### config.mk
export PLATFORM = sky130hd
export DESIGN_NAME = aligner_apb_regs
export DESIGN_NICKNAME = d
export VERILOG_FILES = /design/src/rtl/aligner_apb_regs.sv
export SDC_FILE = /design/constraint.sdc
export NUM_CORES = 1
export LEC_CHECK = 0
export ABC_AREA = 1
export BUFFER_PORTS_ARGS = -buffer_cell sky130_fd_sc_hd__buf_2
export CORE_AREA = 3 3 96 98
export DETAILED_ROUTE_END_ITERATION = 10
export DIE_AREA = 0 0 99 101
export PLACE_DENSITY = 0.55
export SYNTH_ARGS = -nofsm -noshare
export SYNTH_HDL_FRONTEND = slang
export SYNTH_SLANG_ARGS = --single-unit
### constraint.sdc
create_clock -name pclk -period 1.9 [get_ports pclk]
set_clock_uncertainty 0.1 [all_clocks]
set_input_delay 0.19 -clock pclk [delete_from_list [all_inputs] [get_ports pclk]]
set_output_delay 0.19 -clock pclk [all_outputs]
set_load 0.05 [all_outputs]
### src/rtl/aligner_apb_regs.sv
// aligner_apb_regs -- APB slave register file for the data aligner.
//   APB side : pclk, preset_n, paddr, pwrite, psel, penable, pwdata -> pready, prdata, pslverr
//   Config   : ctrl_size, ctrl_offset, ctrl_clr (one-cycle clear pulse)
//   Status   : drop_pulse, rx_lvl, tx_lvl, FIFO event inputs -> irq
// Map: 0x00 CTRL, 0xF0 STATUS (RO), 0xF4 IRQEN, 0xF8 IRQ (W1C).
module aligner_apb_regs #(
  parameter int unsigned WAIT_STATES = 1,
  parameter int unsigned LVL_W       = 4
) (
  input  logic             pclk,
  input  logic             preset_n,
  input  logic [15:0]      paddr,
  input  logic             pwrite,
  input  logic             psel,
  input  logic             penable,
  input  logic [31:0]      pwdata,
  output logic             pready,
  output logic [31:0]      prdata,
  output logic             pslverr,
  output logic [2:0]       ctrl_size,
  output logic [1:0]       ctrl_offset,
  output logic             ctrl_clr,
  input  logic             drop_pulse,
  input  logic [LVL_W-1:0] rx_lvl,
  input  logic [LVL_W-1:0] tx_lvl,
  input  logic             rx_empty_evt,
  input  logic             rx_full_evt,
  input  logic             tx_empty_evt,
  input  logic             tx_full_evt,
  output logic             irq
);

  typedef enum logic {IDLE, ACCESS} state_e;

  state_e      state_q, state_d;
  logic [1:0]  wcnt_q, wcnt_d;
  logic [2:0]  size_q, size_d;
  logic [1:0]  offset_q, offset_d;
  logic        clr_q, clr_d;
  logic [7:0]  cnt_q, cnt_d;
  logic [4:0]  irqen_q, irqen_d;
  logic [4:0]  flags_q, flags_d;
  logic        irq_q, irq_d;

  logic        sel_ctrl, sel_status, sel_irqen, sel_irq;
  logic        err, commit;
  logic [31:0] rdata;
  logic [2:0]  wsize;
  logic [1:0]  woff;
  logic        max_evt;
  logic [4:0]  w1c;
  logic        unused_pwdata_bits;

  assign unused_pwdata_bits = ^{pwdata[31:17], pwdata[15:10], pwdata[7:5]};

  always_comb begin
    state_d = state_q;
    wcnt_d  = wcnt_q;
    unique case (state_q)
      IDLE: begin
        if (psel && !penable) begin
          state_d = ACCESS;
          wcnt_d  = 2'(WAIT_STATES);
        end
      end
      ACCESS: begin
        if (!psel) begin
          state_d = IDLE;
        end else if (penable) begin
          if (wcnt_q != 2'd0) wcnt_d = wcnt_q - 2'd1;
          else                state_d = IDLE;
        end
      end
      default: state_d = IDLE;
    endcase
  end

  assign pready = (state_q == ACCESS) && (wcnt_q == 2'd0) && psel && penable;

  assign wsize = pwdata[2:0];
  assign woff  = pwdata[9:8];

  always_comb begin
    sel_ctrl   = (paddr == 16'h0000);
    sel_status = (paddr == 16'h00F0);
    sel_irqen  = (paddr == 16'h00F4);
    sel_irq    = (paddr == 16'h00F8);
    rdata      = '0;
    err        = 1'b0;
    if (sel_ctrl) begin
      rdata[2:0] = size_q;
      rdata[9:8] = offset_q;
      if (pwrite && (!(wsize == 3'd1 || wsize == 3'd2 || wsize == 3'd4) ||
                     (({2'b00, woff} + {1'b0, wsize}) > 4'd4)))
        err = 1'b1;
    end else if (sel_status) begin
      rdata[7:0]        = cnt_q;
      rdata[8 +: LVL_W]  = rx_lvl;
      rdata[16 +: LVL_W] = tx_lvl;
      err = pwrite;
    end else if (sel_irqen) begin
      rdata[4:0] = irqen_q;
    end else if (sel_irq) begin
      rdata[4:0] = flags_q;
    end else begin
      err = 1'b1;
    end
  end

  assign pslverr = pready && err;
  assign prdata  = (pready && !err) ? rdata : '0;
  assign commit  = pready && pwrite && !err;

  always_comb begin
    size_d   = size_q;
    offset_d = offset_q;
    irqen_d  = irqen_q;
    cnt_d    = cnt_q;
    clr_d    = commit && sel_ctrl && pwdata[16];
    if (commit && sel_ctrl) begin
      size_d   = wsize;
      offset_d = woff;
    end
    if (commit && sel_irqen) irqen_d = pwdata[4:0];
    // the pending clear pulse beats a drop in the same cycle
    if (clr_q)                             cnt_d = '0;
    else if (drop_pulse && cnt_q != 8'hFF) cnt_d = cnt_q + 8'd1;
    max_evt = drop_pulse && !clr_q && (cnt_q == 8'hFE);
    w1c     = (commit && sel_irq) ? pwdata[4:0] : '0;
    // set events are OR-ed after the clear so a coincident event wins
    flags_d = (flags_q & ~w1c) |
              {max_evt, tx_full_evt, tx_empty_evt, rx_full_evt, rx_empty_evt};
    irq_d   = |(flags_q & irqen_q);
  end

  always_ff @(posedge pclk or negedge preset_n) begin
    if (!preset_n) begin
      state_q  <= IDLE;
      wcnt_q   <= '0;
      size_q   <= 3'd1;
      offset_q <= '0;
      clr_q    <= 1'b0;
      cnt_q    <= '0;
      irqen_q  <= '0;
      flags_q  <= '0;
      irq_q    <= 1'b0;
    end else begin
      state_q  <= state_d;
      wcnt_q   <= wcnt_d;
      size_q   <= size_d;
      offset_q <= offset_d;
      clr_q    <= clr_d;
      cnt_q    <= cnt_d;
      irqen_q  <= irqen_d;
      flags_q  <= flags_d;
      irq_q    <= irq_d;
    end
  end

  assign ctrl_size   = size_q;
  assign ctrl_offset = offset_q;
  assign ctrl_clr    = clr_q;
  assign irq         = irq_q;

endmodule
==> results.md <==
- The count of nets after finishing is 476.
- The area taken by flip-flops and latches is 702 µm².
- In this run the worst hold path is classified as primary input to flip-flop.
- The cell at the root of the clock tree is sky130_fd_sc_hd__clkbuf_8.
- Counting tap cells, the placed design contains a total of 489 instances.
- The total number of vias is 2166.
- The worst register-to-register path has a depth of 13.
- In the routed design, unresolved DRC markers number 0.
- The number of cells produced by synthesis is 301.
- Counting along the longest clock path gives a buffer depth of 2.
- The floorplan die area is 0.0100 mm².
- The checks that failed: setup timing.
- The analysis attributes to cell leakage a power of 1.62 nW.
- The tree built by TritonCTS fans out to 28 sinks.
- The floorplan has 34 rows.
- After filler insertion, the fill cell instance count of the layout stands at 923.
- The overall fraction of global-route tracks in use is 12.1%.
- Prior to clock tree synthesis, the placed netlist has a worst setup slack of -619 ps.
- STA classifies the critical path endpoint as an output pin.
- During placement, the flow inserted port buffers numbering 66.
- The detailed-route wire length is 5880 µm.
- The number of different library cells used by synthesis comes to 33.
- The floorplan step set the die height to 101 µm.
- The flow ran to the end, but the final reports show violations.
- 0 antenna diodes ended up in the layout.
- From synthesis to final layout, the design area changed by 54.8%.
- The number of synthesis warnings is 0.
- For this run, the register share of the synthesized area comes to 33.8%.
- After global routing the overflow that remains totals 0.
- The data arrival time of the worst path is 1950 ps.
- In this run the power density over the cells is 512 mW/mm².
- The number of enable flip-flop cells after synthesis is 0.
- The largest total area in the synthesized netlist belongs to sky130_fd_sc_hd__dfrtp_1.
- The endpoint of the worst-slack reg-to-reg timing path is ctrl_size[0].
- The final hold violation count was 0.
- The count of final setup violators is 33.
- TritonCTS built the clock tree.
- The number of global-route vias before repair was 2121.
- The number of placed I/O pins is 107.
- The count of pins over their slew limit is 0.
- At the pin with the least slew margin, the transition time is 660 ps.
- The first-pass GRT wire length is 9880 µm.
- The most common cell after layout, fill and taps aside is sky130_fd_sc_hd__nand2_1.
- The worst slew margin relative to its limit is 56.0%.
- Clock-pin slew was measured on the worst setup and hold paths at 100 ps.
- The post-synthesis instance area is 0.00207 mm².
- The final cycle utilization of the critical path is 118%.
- The critical path in this run is classified as primary input to output pin.
- In the layout the commonest cells are 91 x sky130_fd_sc_hd__nand2_1, 46 x sky130_fd_sc_hd__buf_2, 37 x sky130_fd_sc_hd__inv_1.
- Cells fill 37.6% of the core in the end.
- The initial antenna violation count is 0.
- The top cell type by area accounts for 32.6% of the synthesized area.
- Dividing the detail-routed wire length by the instance count gives 11.5 µm.
- Counting instances, the worst hold path has a depth of 3.
- The number of cells in the finished layout apart from fillers is 511.
- Max-cap violations in this run came to 0.
- In this run the number of H-tree levels came out at 1.
- Synthesis inferred 28 register bits.
- In this run the most critical hold path is launched from pwdata[8].
- For hold timing, the worst endpoint is ctrl_offset[0].
- Detailed placement ended at an HPWL of 4520 µm.
- The total area inside the core boundary comes to 0.00855 mm².
- The post-synthesis async set-or-reset flop share is 100%.
- The number of clock buffers inserted by TritonCTS is 3.
- The final total power is 1.64 mW.
- The initial core utilization is 24.3%.
- Cells with a size suffix above 1 make up 38.2% of the layout.
- For the worst-skew pair, the clock arrives at the later sink with an insertion delay of 280 ps.
- The final-layout worst hold slack is 19.9 ps.
- For this run, the detailed router's first-pass iteration total came to 4.
- The final critical-path required period is 2240 ps.
- The startpoint of the worst register-to-register path is wcnt_q[0].
- The multi-input combinational cell area is 0.00133 mm².
- The largest net degree at the start of global routing is 29.
- Setup repair after global routing could not meet its margin everywhere.
- The leading register cell type out of synthesis is sky130_fd_sc_hd__dfrtp_1.
- Static timing analysis puts the maximum clock frequency at 446 MHz.
- The DRC violation total after the first TritonRoute iteration is 63.
- After synthesis, the mean cell area works out to 6.89 µm².
- The ratio of routed vias to standard cells is 4.24.
- The antenna violation net count after detailed routing is 0.
- Routability-driven placement finished with a final weighted congestion of 0.851.
- Across all register-to-register paths, the minimum setup slack is -110 ps.
- The worst-case setup margin in the final layout is -343 ps.
- Of all nets on the critical path, the largest fanout is 6.
- The overall die width is 99 µm.
- The worst supply voltage drop on vdd is 298 µV.
- For the worst setup path, the data required time is 1610 ps.
- Sorting the synthesized cells by area gives the leading types as sky130_fd_sc_hd__dfrtp_1 33%, sky130_fd_sc_hd__nand2_1 17%, sky130_fd_sc_hd__inv_1 6.9%.
- The critical path launch point type is a primary input.
[layer usage]
| metal | wire (µm) | GRT usage [%] |
|---|---|---|
| met1 | 2740 | 16.4 |
| met2 | 2760 | 20.6 |
| met3 | 359 | 2.01 |
| met4 | 27 | 1.89 |
| met5 | 0 | 0 |
[registers in the layout, summed over array words and instances, names as in the netlist]
register / count
cnt_q: 8
ctrl_clr: 1
ctrl_offset: 2
ctrl_size: 3
flags_q: 5
irq: 1
irqen_q: 5
state_q: 1
wcnt_q: 2
[area by class of cell]
type | count | share of cell area, %
Tap cell | 108 | 4.21
Sequential cell | 28 | 21.9
Timing Repair Buffer | 102 | 25.4
Multi-Input combinational cell | 224 | 41.4
Inverter | 45 | 5.38
Clock buffer | 4 | 1.71
[critical path, cell delays in order]
cell	delay [ps]
sky130_fd_sc_hd__buf_8	100
sky130_fd_sc_hd__ha_4	150
sky130_fd_sc_hd__fa_2	410
sky130_fd_sc_hd__inv_1	60
sky130_fd_sc_hd__nand2_1	50
sky130_fd_sc_hd__nand3_1	60
sky130_fd_sc_hd__nand2_1	60
sky130_fd_sc_hd__o21ai_2	130
sky130_fd_sc_hd__nand2_2	80
sky130_fd_sc_hd__nand2_4	90
sky130_fd_sc_hd__nand3_4	110
sky130_fd_sc_hd__buf_12	180
sky130_fd_sc_hd__nor3_4	120
sky130_fd_sc_hd__buf_6	180
[worst max-delay path by stage]
| stage | slack (ps) | from | end |
|---|---|---|---|
| floorplan | -450 | pwdata[0] | prdata[1] |
| global placement | -520 | pwdata[0] | prdata[7] |
| detailed placement | -620 | pwdata[0] | prdata[5] |
| CTS | -400 | pwdata[0] | prdata[0] |
| global route | -440 | pwdata[0] | prdata[7] |
| finish | -340 | pwdata[0] | prdata[7] |
[synth_stat cells, types with 3 or more instances]
master and instances:
sky130_fd_sc_hd__nor2_1 38, sky130_fd_sc_hd__nor2_4 5, sky130_fd_sc_hd__o22ai_1 3, sky130_fd_sc_hd__nand4_1 9, sky130_fd_sc_hd__buf_4 16, sky130_fd_sc_hd__nand2_2 5
sky130_fd_sc_hd__dfrtp_1 27, sky130_fd_sc_hd__o21ai_1 7, sky130_fd_sc_hd__nand2_1 95, sky130_fd_sc_hd__inv_1 38, sky130_fd_sc_hd__a21oi_1 8, sky130_fd_sc_hd__nor3_1 3
sky130_fd_sc_hd__inv_2 5, sky130_fd_sc_hd__nand3_1 7, sky130_fd_sc_hd__ha_1 5, sky130_fd_sc_hd__o21ai_0 10
[power breakdown]
part	switching [mW]	internal, mW
Combinational	0.316	0.203
Clock	0.197	0.186
Sequential	0.0698	0.672
[timing repair]
item,in CTS,in global routing
resized for setup,63,15
buffers inserted,7,5
hold endpoints to repair,31,0
hold buffers,5,0
pin swaps,11,14
cloned,2,0
setup endpoints to repair,27,35
[kinds of logic (layout without fill, tap and decap cells)]
logic type	after synthesis	count (layout)	synth area share [%]
XOR/XNOR	1	1	0.422
AND/OR/NAND/NOR	169	170	38.1
buffers and inverters	65	151	15.4
other	1	16	0.181
flip-flops	28	28	33.8
AO/OA/AOI/OAI	31	31	8.08
adder cells (fa/ha/maj)	6	6	3.98
[through the flow]
| step | setup TNS [ps] | instance area, µm² |
|---|---|---|
| after CTS | -7220 | 3130 |
| final | -5910 | 3210 |
| after floorplan | -8660 | 2210 |
| after global placement | -12430 | 2700 |
| after detailed placement | -14400 | 2700 |
| after global routing | -9510 | 3210 |
(Power assumes the default switching activity.)
